`src/rtl/homography_arbiter.sv`:
```
// -----------------------------------------------------------------------------
// homography_arbiter
//
// Two pixel-stream requesters share a single homography lookup engine through
// this block. It issues queries to the engine round-robin, keeps every
// in-flight query in a tag FIFO, and steers the engine's in-order results back
// to whichever requester issued them. There is also a flush/drain handshake
// for frame boundaries, and there are sticky protocol error flags.
//
// Ports
//   clk_25, rst_n                 clock, asynchronous active-low reset
//   req_valid_k, req_x_k, req_y_k requester k query (k = 0, 1)
//   req_ready_k                   combinational grant to requester k
//   query_x, query_y, start       registered query issued to the engine
//   ready, return_x/y, r, g, b    engine result, in issue order
//   rsp_valid_k                   registered result strobe for requester k
//   rsp_x/y, rsp_r/g/b            registered shared response bus
//   flush_req, flush_done         drain request (level) / drained pulse
//   busy                          any query in flight (registered)
//   err_underflow, err_mismatch   sticky protocol error flags
// -----------------------------------------------------------------------------
module homography_arbiter #(
  parameter int DEPTH = 8,
  parameter int PTR_W = 3
) (
  input  logic       clk_25,
  input  logic       rst_n,
  input  logic       req_valid_0,
  input  logic [9:0] req_x_0,
  input  logic [9:0] req_y_0,
  output logic       req_ready_0,
  input  logic       req_valid_1,
  input  logic [9:0] req_x_1,
  input  logic [9:0] req_y_1,
  output logic       req_ready_1,
  output logic [9:0] query_x,
  output logic [9:0] query_y,
  output logic       start,
  input  logic       ready,
  input  logic [9:0] return_x,
  input  logic [9:0] return_y,
  input  logic [4:0] r,
  input  logic [5:0] g,
  input  logic [4:0] b,
  output logic       rsp_valid_0,
  output logic       rsp_valid_1,
  output logic [9:0] rsp_x,
  output logic [9:0] rsp_y,
  output logic [4:0] rsp_r,
  output logic [5:0] rsp_g,
  output logic [4:0] rsp_b,
  input  logic       flush_req,
  output logic       flush_done,
  output logic       busy,
  output logic       err_underflow,
  output logic       err_mismatch
);

  typedef enum logic [1:0] {
    S_RUN,
    S_DRAIN,
    S_DONE
  } state_t;

  localparam logic [PTR_W:0]   L_DEPTH   = (PTR_W+1)'(DEPTH);
  localparam logic [PTR_W:0]   L_CNT_ONE = (PTR_W+1)'(1);
  localparam logic [PTR_W-1:0] L_PTR_ONE = PTR_W'(1);

  // ---------------------------------------------------------------------------
  // State
  // ---------------------------------------------------------------------------
  state_t           r_state;
  logic [20:0]      r_fifo [DEPTH];   // {tag, x[9:0], y[9:0]}
  logic [PTR_W-1:0] r_wr_ptr;
  logic [PTR_W-1:0] r_rd_ptr;
  logic [PTR_W:0]   r_count;
  logic             r_last_grant;

  logic [9:0]       r_query_x;
  logic [9:0]       r_query_y;
  logic             r_start;
  logic             r_rsp_valid_0;
  logic             r_rsp_valid_1;
  logic [9:0]       r_rsp_x;
  logic [9:0]       r_rsp_y;
  logic [4:0]       r_rsp_r;
  logic [5:0]       r_rsp_g;
  logic [4:0]       r_rsp_b;
  logic             r_flush_done;
  logic             r_busy;
  logic             r_err_underflow;
  logic             r_err_mismatch;

  // ---------------------------------------------------------------------------
  // Grant logic
  // ---------------------------------------------------------------------------
  logic             w_grant_en;
  logic             w_sel;
  logic             w_push;
  logic             w_pop;
  logic [9:0]       w_sel_x;
  logic [9:0]       w_sel_y;
  logic [20:0]      w_head;
  logic             w_head_tag;
  logic [9:0]       w_head_x;
  logic [9:0]       w_head_y;
  logic [PTR_W:0]   w_count_nxt;

  // flush_req gates grants in the very cycle it rises, before the FSM has
  // moved to S_DRAIN. A full FIFO blocks grants even when a pop happens in
  // the same cycle; there is no bypass.
  assign w_grant_en = (r_state == S_RUN) && !flush_req && (r_count < L_DEPTH);

  // On a tie the port that did not win last time is chosen. Otherwise the
  // only valid port is chosen.
  assign w_sel   = (req_valid_0 && req_valid_1) ? ~r_last_grant : req_valid_1;
  assign w_sel_x = w_sel ? req_x_1 : req_x_0;
  assign w_sel_y = w_sel ? req_y_1 : req_y_0;

  assign req_ready_0 = w_grant_en && req_valid_0 && !w_sel;
  assign req_ready_1 = w_grant_en && req_valid_1 &&  w_sel;

  assign w_push = req_ready_0 || req_ready_1;
  assign w_pop  = ready && (r_count != '0);

  assign w_head     = r_fifo[r_rd_ptr];
  assign w_head_tag = w_head[20];
  assign w_head_x   = w_head[19:10];
  assign w_head_y   = w_head[9:0];

  always_comb begin
    w_count_nxt = r_count;
    case ({w_push, w_pop})
      2'b10:   w_count_nxt = r_count + L_CNT_ONE;
      2'b01:   w_count_nxt = r_count - L_CNT_ONE;
      default: w_count_nxt = r_count;
    endcase
  end

  // ---------------------------------------------------------------------------
  // Tag FIFO storage. The contents need no reset because r_count governs
  // which entries are valid.
  // ---------------------------------------------------------------------------
  always_ff @(posedge clk_25) begin
    if (w_push) begin
      r_fifo[r_wr_ptr] <= {w_sel, w_sel_x, w_sel_y};
    end
  end

  // ---------------------------------------------------------------------------
  // Datapath: pointers, occupancy, issue, response and error flags
  // ---------------------------------------------------------------------------
  always_ff @(posedge clk_25 or negedge rst_n) begin
    if (!rst_n) begin
      r_wr_ptr        <= '0;
      r_rd_ptr        <= '0;
      r_count         <= '0;
      r_last_grant    <= 1'b1;
      r_query_x       <= '0;
      r_query_y       <= '0;
      r_start         <= 1'b0;
      r_rsp_valid_0   <= 1'b0;
      r_rsp_valid_1   <= 1'b0;
      r_rsp_x         <= '0;
      r_rsp_y         <= '0;
      r_rsp_r         <= '0;
      r_rsp_g         <= '0;
      r_rsp_b         <= '0;
      r_busy          <= 1'b0;
      r_err_underflow <= 1'b0;
      r_err_mismatch  <= 1'b0;
    end else begin
      r_count <= w_count_nxt;
      r_busy  <= (w_count_nxt != '0);

      // Issue
      r_start <= w_push;
      if (w_push) begin
        r_wr_ptr     <= r_wr_ptr + L_PTR_ONE;
        r_last_grant <= w_sel;
        r_query_x    <= w_sel_x;
        r_query_y    <= w_sel_y;
      end

      // Response: route the head entry to its requester. The bus holds its
      // last value whenever no strobe is raised.
      if (w_pop) begin
        r_rd_ptr      <= r_rd_ptr + L_PTR_ONE;
        r_rsp_valid_0 <= !w_head_tag;
        r_rsp_valid_1 <=  w_head_tag;
        r_rsp_x       <= w_head_x;
        r_rsp_y       <= w_head_y;
        r_rsp_r       <= r;
        r_rsp_g       <= g;
        r_rsp_b       <= b;
        if ((return_x != w_head_x) || (return_y != w_head_y)) begin
          r_err_mismatch <= 1'b1;
        end
      end else begin
        r_rsp_valid_0 <= 1'b0;
        r_rsp_valid_1 <= 1'b0;
      end

      if (ready && (r_count == '0)) begin
        r_err_underflow <= 1'b1;
      end
    end
  end

  // ---------------------------------------------------------------------------
  // Flush FSM. S_DONE also serves as the post-drain hold: it stays there
  // while flush_req remains high, without repeating flush_done.
  // ---------------------------------------------------------------------------
  always_ff @(posedge clk_25 or negedge rst_n) begin
    if (!rst_n) begin
      r_state      <= S_RUN;
      r_flush_done <= 1'b0;
    end else begin
      r_flush_done <= 1'b0;
      case (r_state)
        S_RUN: begin
          if (flush_req) begin
            r_state <= S_DRAIN;
          end
        end
        S_DRAIN: begin
          if (w_count_nxt == '0) begin
            r_state      <= S_DONE;
            r_flush_done <= 1'b1;
          end
        end
        S_DONE: begin
          if (!flush_req) begin
            r_state <= S_RUN;
          end
        end
        default: r_state <= S_RUN;
      endcase
    end
  end

  // ---------------------------------------------------------------------------
  // Outputs
  // ---------------------------------------------------------------------------
  assign query_x       = r_query_x;
  assign query_y       = r_query_y;
  assign start         = r_start;
  assign rsp_valid_0   = r_rsp_valid_0;
  assign rsp_valid_1   = r_rsp_valid_1;
  assign rsp_x         = r_rsp_x;
  assign rsp_y         = r_rsp_y;
  assign rsp_r         = r_rsp_r;
  assign rsp_g         = r_rsp_g;
  assign rsp_b         = r_rsp_b;
  assign flush_done    = r_flush_done;
  assign busy          = r_busy;
  assign err_underflow = r_err_underflow;
  assign err_mismatch  = r_err_mismatch;

endmodule

```
`config.mk`:
```
export PLATFORM = sky130hd
export DESIGN_NAME = homography_arbiter
export DESIGN_NICKNAME = d
export VERILOG_FILES = /design/src/rtl/homography_arbiter.sv
export SDC_FILE = /design/constraint.sdc
export NUM_CORES = 1
export LEC_CHECK = 0
export CAP_MARGIN = 40
export CORE_MARGIN = 1
export CORE_UTILIZATION = 38
export CTS_BUF_LIST = sky130_fd_sc_hd__clkbuf_4
export CTS_CLUSTER_DIAMETER = 200
export DETAILED_ROUTE_END_ITERATION = 10
export GPL_ROUTABILITY_DRIVEN = 0
export SLEW_MARGIN = 25
export SYNTH_ARGS = -nofsm -noshare
export SYNTH_HDL_FRONTEND = slang
export SYNTH_SLANG_ARGS = --single-unit
```
`constraint.sdc`:
```
create_clock -name clk_25 -period 4.83 [get_ports clk_25]
set_input_delay 0.483 -clock clk_25 [delete_from_list [all_inputs] [get_ports clk_25]]
set_output_delay 0.483 -clock clk_25 [all_outputs]
set_load 0.02 [all_outputs]
```
# ---- Yosys cells after proc, flatten, opt, wreduce, memory -nomap -nowiden
# Memory sizes are Yosys's and may differ from the RTL's.
# Cells that the tools add are included.
dict set report word_totals {
  regBits 76
  latch_bits 0
  mem_bits_rw 168
  romBits 0
  input_bits 82
  word_cells 70
  n_memories 1
}
dict set report classes {
  add_sub_neg 4
  multipliers 0
  div 0
  magnitude_cmp 1
  eq_ne 9
  n_shift 0
  muxes 14
  n_bitwise 1
  n_reduce_logical 21
}
# name depth width rd rd_ports_with_merged_regs write_ports line_no
set memory_table {}
lappend memory_table {r_fifo 8 21 1 0 1 73} ;# logic [20:0] r_fifo [DEPTH];
# cell count
set ops {}
lappend ops {{$mux W10} 2}
lappend ops {{$ne A10 B10 Y1} 2}
lappend ops {{$logic_and A1 B1 Y1} 9}
lappend ops {{$logic_not A4 Y1} 2}
lappend ops {{$pmux W4 S2} 1}
lappend ops {{$reduce_bool A4 Y1} 2}
lappend ops {{$mux W1} 7}
lappend ops {{$add A3 B1 Y3 const B} 2}
lappend ops {{$mux W2} 3}
lappend ops {{$ne A2 B2 Y1 const B} 3}
lappend ops {{$pmux W2 S3} 1}
lappend ops {{$add A4 B1 Y4 const B} 1}
lappend ops {{$eq A2 B1 Y1 const B} 2}
lappend ops {{$eq A2 B2 Y1 const B} 2}
lappend ops {{$lt A4 B4 Y1 const B} 1}
lappend ops {{$sub A4 B1 Y4 const B} 1}
lappend ops {{$logic_not A1 Y1} 3}
lappend ops {{$reduce_and A3 Y1} 1}
lappend ops {{$logic_not A2 Y1} 1}
lappend ops {{$logic_or A1 B1 Y1} 2}
lappend ops {{$reduce_and A2 Y1} 1}
lappend ops {{$not A1 Y1} 1}

# ---- Depth between registers and ports, before layout
dict set report depth {
  ltp_word 11
  depth_mapped 13
  ltp_nobuf 12
}

# ---- Worst setup path after synthesis
# No wires, ideal clock.
dict set report synth_path {
  path_kind {reg2reg}
  start {register r_count[3]}
  end {memory r_fifo[2][0], enable pin}
  t_arrival_ns 3.560
  t_required_ns 4.370
  slack_ns 0.810
  path_stages_with_launch 4
  path_buffers 0
  path_cell_list {dfrtp_1 > nor4_1 > o21ai_1 > nor4b_1}
}
dict set report synth_between {
  elab_chain_len 7
}
# item line_no
set synth_lines {}
lappend synth_lines {{start, declared} 76} ;# logic [PTR_W:0] r_count;
lappend synth_lines {{start signal, assigned} 173} ;# r_count <= w_count_nxt;
lappend synth_lines {{$lt A4 B4 Y1 *} 112} ;# assign w_grant_en = (r_state == S_RUN) && !flush_req && (r_count < L_DEPTH);
lappend synth_lines {{$logic_and A1 B1 Y1 *} 112}
lappend synth_lines {{$logic_and A1 B1 Y1, on equally long branches (2 in series)} {120, 121}}
lappend synth_lines {{$logic_or A1 B1 Y1 *} 123} ;# assign w_push = req_ready_0 || req_ready_1;
lappend synth_lines {{$mux W1 *} 145} ;# if (w_push) begin
lappend synth_lines {{$mux W1 (implied by the code) *} 146} ;# r_fifo[r_wr_ptr] <= {w_sel, w_sel_x, w_sel_y};
lappend synth_lines {{end, declared} 73}
# Mark *: on every way between the ends. The rest lies on a longest branch, timed or not.

# ---- Worst setup path in the final report
dict set report layout_path {
  start {register r_rd_ptr[1]}
  end {register r_err_mismatch, in the netlist err_mismatch}
}
dict set report layout_between {
  elab_chain_len 4
}
# item line_no
set layout_lines {}
lappend layout_lines {{start, declared} 75} ;# logic [PTR_W-1:0] r_rd_ptr;
lappend layout_lines {{start signal, assigned} 188} ;# r_rd_ptr <= r_rd_ptr + L_PTR_ONE;
lappend layout_lines {{$mem_v2 Z8 W21 *} --}
lappend layout_lines {{$ne A10 B10 Y1} 196} ;# if ((return_x != w_head_x) || (return_y != w_head_y)) begin
lappend layout_lines {{$logic_or A1 B1 Y1 *} 196}
lappend layout_lines {{$reduce_and A2 Y1 (no line) *} --}
lappend layout_lines {{end signal, assigned} 171} ;# r_err_mismatch <= 1'b0;
lappend layout_lines {{end signal, assigned} 197} ;# r_err_mismatch <= 1'b1;
lappend layout_lines {{end, declared} 92} ;# logic r_err_mismatch;
# Marked as above.
# A chain may end at the register's enable or synchronous reset.

==> flow_summary.ini <==
[run_status]
outcome = completed

[grt]
grt_max_degree = 57
antenna_found_initial = 1
grt_usage = 0.185
grt_overflow = 0
grt_first_pass_wirelength_um = 36600
grt_pass1_vias = 6400

[synth]
synth_fa_ha_area_frac = 0.00630
synth_xor_area_frac = 0.0168
synthMuxAreaShare = 0.126
yosysSeqAreaShare = 0.700
synth_top_area_share = 0.508
ys_warn_count = 0
synth_ff_type = edfxtp_1
synth.area.top_cells = edfxtp_1 (51%), dfrtp_1 (19%), nand2_1 (5.6%)
post_synth_instance_area_mm2 = 0.00992
synthCells = 665
synth_compound_area_frac = 0.0429
synthSimpleGateAreaFrac = 0.0896
ys_types = 54
syn-num-nets = 752
async_reset_ff_frac = 0.311
synth_edf_count = 168
synth_top_family_by_area = multiplexers
post_synth.cell_area_avg_um2 = 14.9
synth_seq_cells = 244
synth_top_area_cell = edfxtp_1

[worst_setup_path]
r2r_end = err_mismatch
path_cells = buf_12 > mux4_1 > mux2i_1 > xor2_1 > o221ai_1 > or4_1 > o32a_1
critPathBufInv = 1
endpoint_kind = register
crit_path_top_delay_cell = dfrtp_2
crit_family = flip-flops
slowest_delay_ns = 0.87
arrival_ns = 3.84
critical_path.startpoint = r_rd_ptr[1]
critPathCapture = err_mismatch
worstSetupPathType = register to register
rr_worst_depth = 7
cp.depth = 7
cp_data_required_time_ns = 5.42
cp_max_fo = 32
rrSetupSlack_ns = 1.59
startpoint_type = register
r2r_start = r_rd_ptr[1]

[layout]
final_cells = 1256
syn_to_final_growth_pct = 29.0
layout-drive-gt1-share = 0.211
utilization = 0.504
multiInputGateArea_mm2 = 0.00286
final_area_mm2 = 0.0128
nets = 959
seqCellArea_mm2 = 0.00695
nFillCells = 2199

[placement]
place_ws_ns = 0.916
dp_hpwl_um = 15600
portBuffers = 146
placed_cells = 1136
post_dp_cell_area_mm2 = 0.0119

[timing]
fin_crit_ns = 3.24
finalCritPeriodShare = 0.672
setup_viol = 0
fin_tns_setup_ns = 0
slew_headroom = 0.477
rsz0062_at_grt = false
tightest_slew_ns = 0.784
fin_ws_ns = 1.59
fin_skew_ns = 0.0475
max_freq_mhz = 308
slew_violations = 0
finalHoldViolCount = 0

[clock_tree]
cts.sink_count = 244
h-tree-depth = 2
clock_path_buffers = 3
insertion_delay_ns = 0.72
cts_buffers = 61
post_cts_resized = 0
root_buffer = clkbuf_4
clk_pin_slew_worst_paths_ns = 0.06
cts_tree = yes

[job]
max-cap-violations = 0

[detailed_routing]
first_pass_iters = 6
antenna_left = 0
num_vias = 6206
avgViaCountPerCell = 4.94
drtIter0Drc = 378
wl_per_cell_um = 19.2
routed_wl_um = 24200
drc = 0

[worst_hold_path]
hold_path_class = input pin to async pin

[floorplanning]
start_util = 0.391
num_rows = 58
die_x_um = 164
die_h_um = 164
core_mm2 = 0.0254
ioPinCount = 147
dieArea_mm2 = 0.0268

[power_and_ir_drop]
power.density_mw_per_mm2 = 557
peakVddDrop_uv = 250
power_leakage_nw = 4.94
-- final cells by class --
| type | instances | share of cell area |
|---|---|---|
| Multi-Input combinational cell | 385 | 0.223 |
| Inverter | 7 | 0.00205 |
| Timing Repair Buffer | 173 | 0.132 |
| Antenna cell | 1 | 0.000195 |
| Sequential cell | 244 | 0.543 |
| Clock inverter | 11 | 0.00615 |
| Tap cell | 330 | 0.0322 |
| Clock buffer | 105 | 0.0615 |
-- kinds of logic after synthesis --
logic type,after synthesis
compound gates,64
xor+xnor,19
fa+ha+maj,5
buf+inv,36
flops,244
mux,95
simple gates,202
-- worst reg2reg max path: stages (launching register included) --
cell	delay, ns
dfrtp_2	0.87
buf_12	0.33
mux4_1	0.34
mux2i_1	0.22
xor2_1	0.24
o221ai_1	0.23
or4_1	0.56
o32a_1	0.35
-- cell usage in the layout (no fill, tap or decap), types with 3 or more instances in the layout --
cell | synthesis | layout
mux4_2 | 13 | 13
clkinv_1 | 0 | 7
mux2_2 | 29 | 29
o31ai_1 | 7 | 7
edfxtp_1 | 168 | 168
ha_1 | 5 | 5
and3_1 | 3 | 3
nand3_1 | 8 | 8
or3_1 | 4 | 4
mux4_1 | 6 | 6
clkbuf_4 | 0 | 105
xnor2_1 | 7 | 7
xor2_1 | 12 | 12
buf_4 | 4 | 24
clkdlybuf4s50_1 | 0 | 145
nor2b_1 | 5 | 5
o21ai_0 | 19 | 19
nor3_1 | 5 | 3
mux2i_1 | 46 | 46
a22o_1 | 7 | 7
o22ai_1 | 4 | 4
dfrtp_1 | 75 | 73
nor2_1 | 5 | 4
a22oi_1 | 10 | 10
nand2_1 | 147 | 147
and2_1 | 3 | 3
inv_1 | 7 | 7
nand3b_1 | 3 | 3
a21oi_1 | 6 | 6
-- synth_stat cells (4+ instances only) --
library cell and instances:
a21oi_1 6, a22o_1 7, a22oi_1 10, buf_1 4, buf_2 6, buf_4 4, clkbuf_1 13, dfrtp_1 75
edfxtp_1 168, ha_1 5, inv_1 7, mux2_2 29, mux2i_1 46, mux4_1 6, mux4_2 13, nand2_1 147
nand3_1 8, nor2_1 5, nor2b_1 5, nor3_1 5, o21ai_0 19, o22ai_1 4, o31ai_1 7, or3_1 4
xnor2_1 7, xor2_1 12
-- state kept, by name, summed over array words and instances (netlist names), 4 cells and up --
name,cells
r_fifo,168
query_x,10
query_y,10
rsp_x,10
rsp_y,10
rsp_g,6
rsp_b,5
rsp_r,5
r_count,4
-- stage by stage --
step                      hold WS (ns)  total power [mW]
after global placement           0.450              5.28
after CTS                        0.242              7.21
after floorplan                  0.187              4.36
after detailed placement         0.451              5.35
after global routing             0.262              7.55
final                            0.279              7.13
-- where the power goes --
group / switching (mW) / internal, mW
clock: 0.809 / 1.03
combinational: 1.27 / 1.12
sequential: 0.313 / 2.59
-- metal layers --
metal,GRT usage,share of wire,vias to the layer above
li1,-,-,2926
met1,0.228,0.43,3072
met2,0.323,0.51,176
met3,0.0363,0.045,32
met4,0.0636,0.016,0
met5,0,0,-
-- how the worst min path moves through the flow --
stage                               end  slack (ns)     startpoint
after floorplan                    busy        0.19          rst_n
after global placement    err_underflow        0.45  err_underflow
after detailed placement  err_underflow        0.45  err_underflow
after CTS                    query_x[2]        0.24          rst_n
after global routing         query_x[2]        0.26          rst_n
final                          rsp_x[3]        0.28          rst_n
-- repair_timing --
item / in CTS / in global routing
hold buffers: 1 / 0
endpoints found under the hold margin: 28 / 0
setup buffers: 0 / 0
Note: power is estimated with default switching activity, not from simulation.
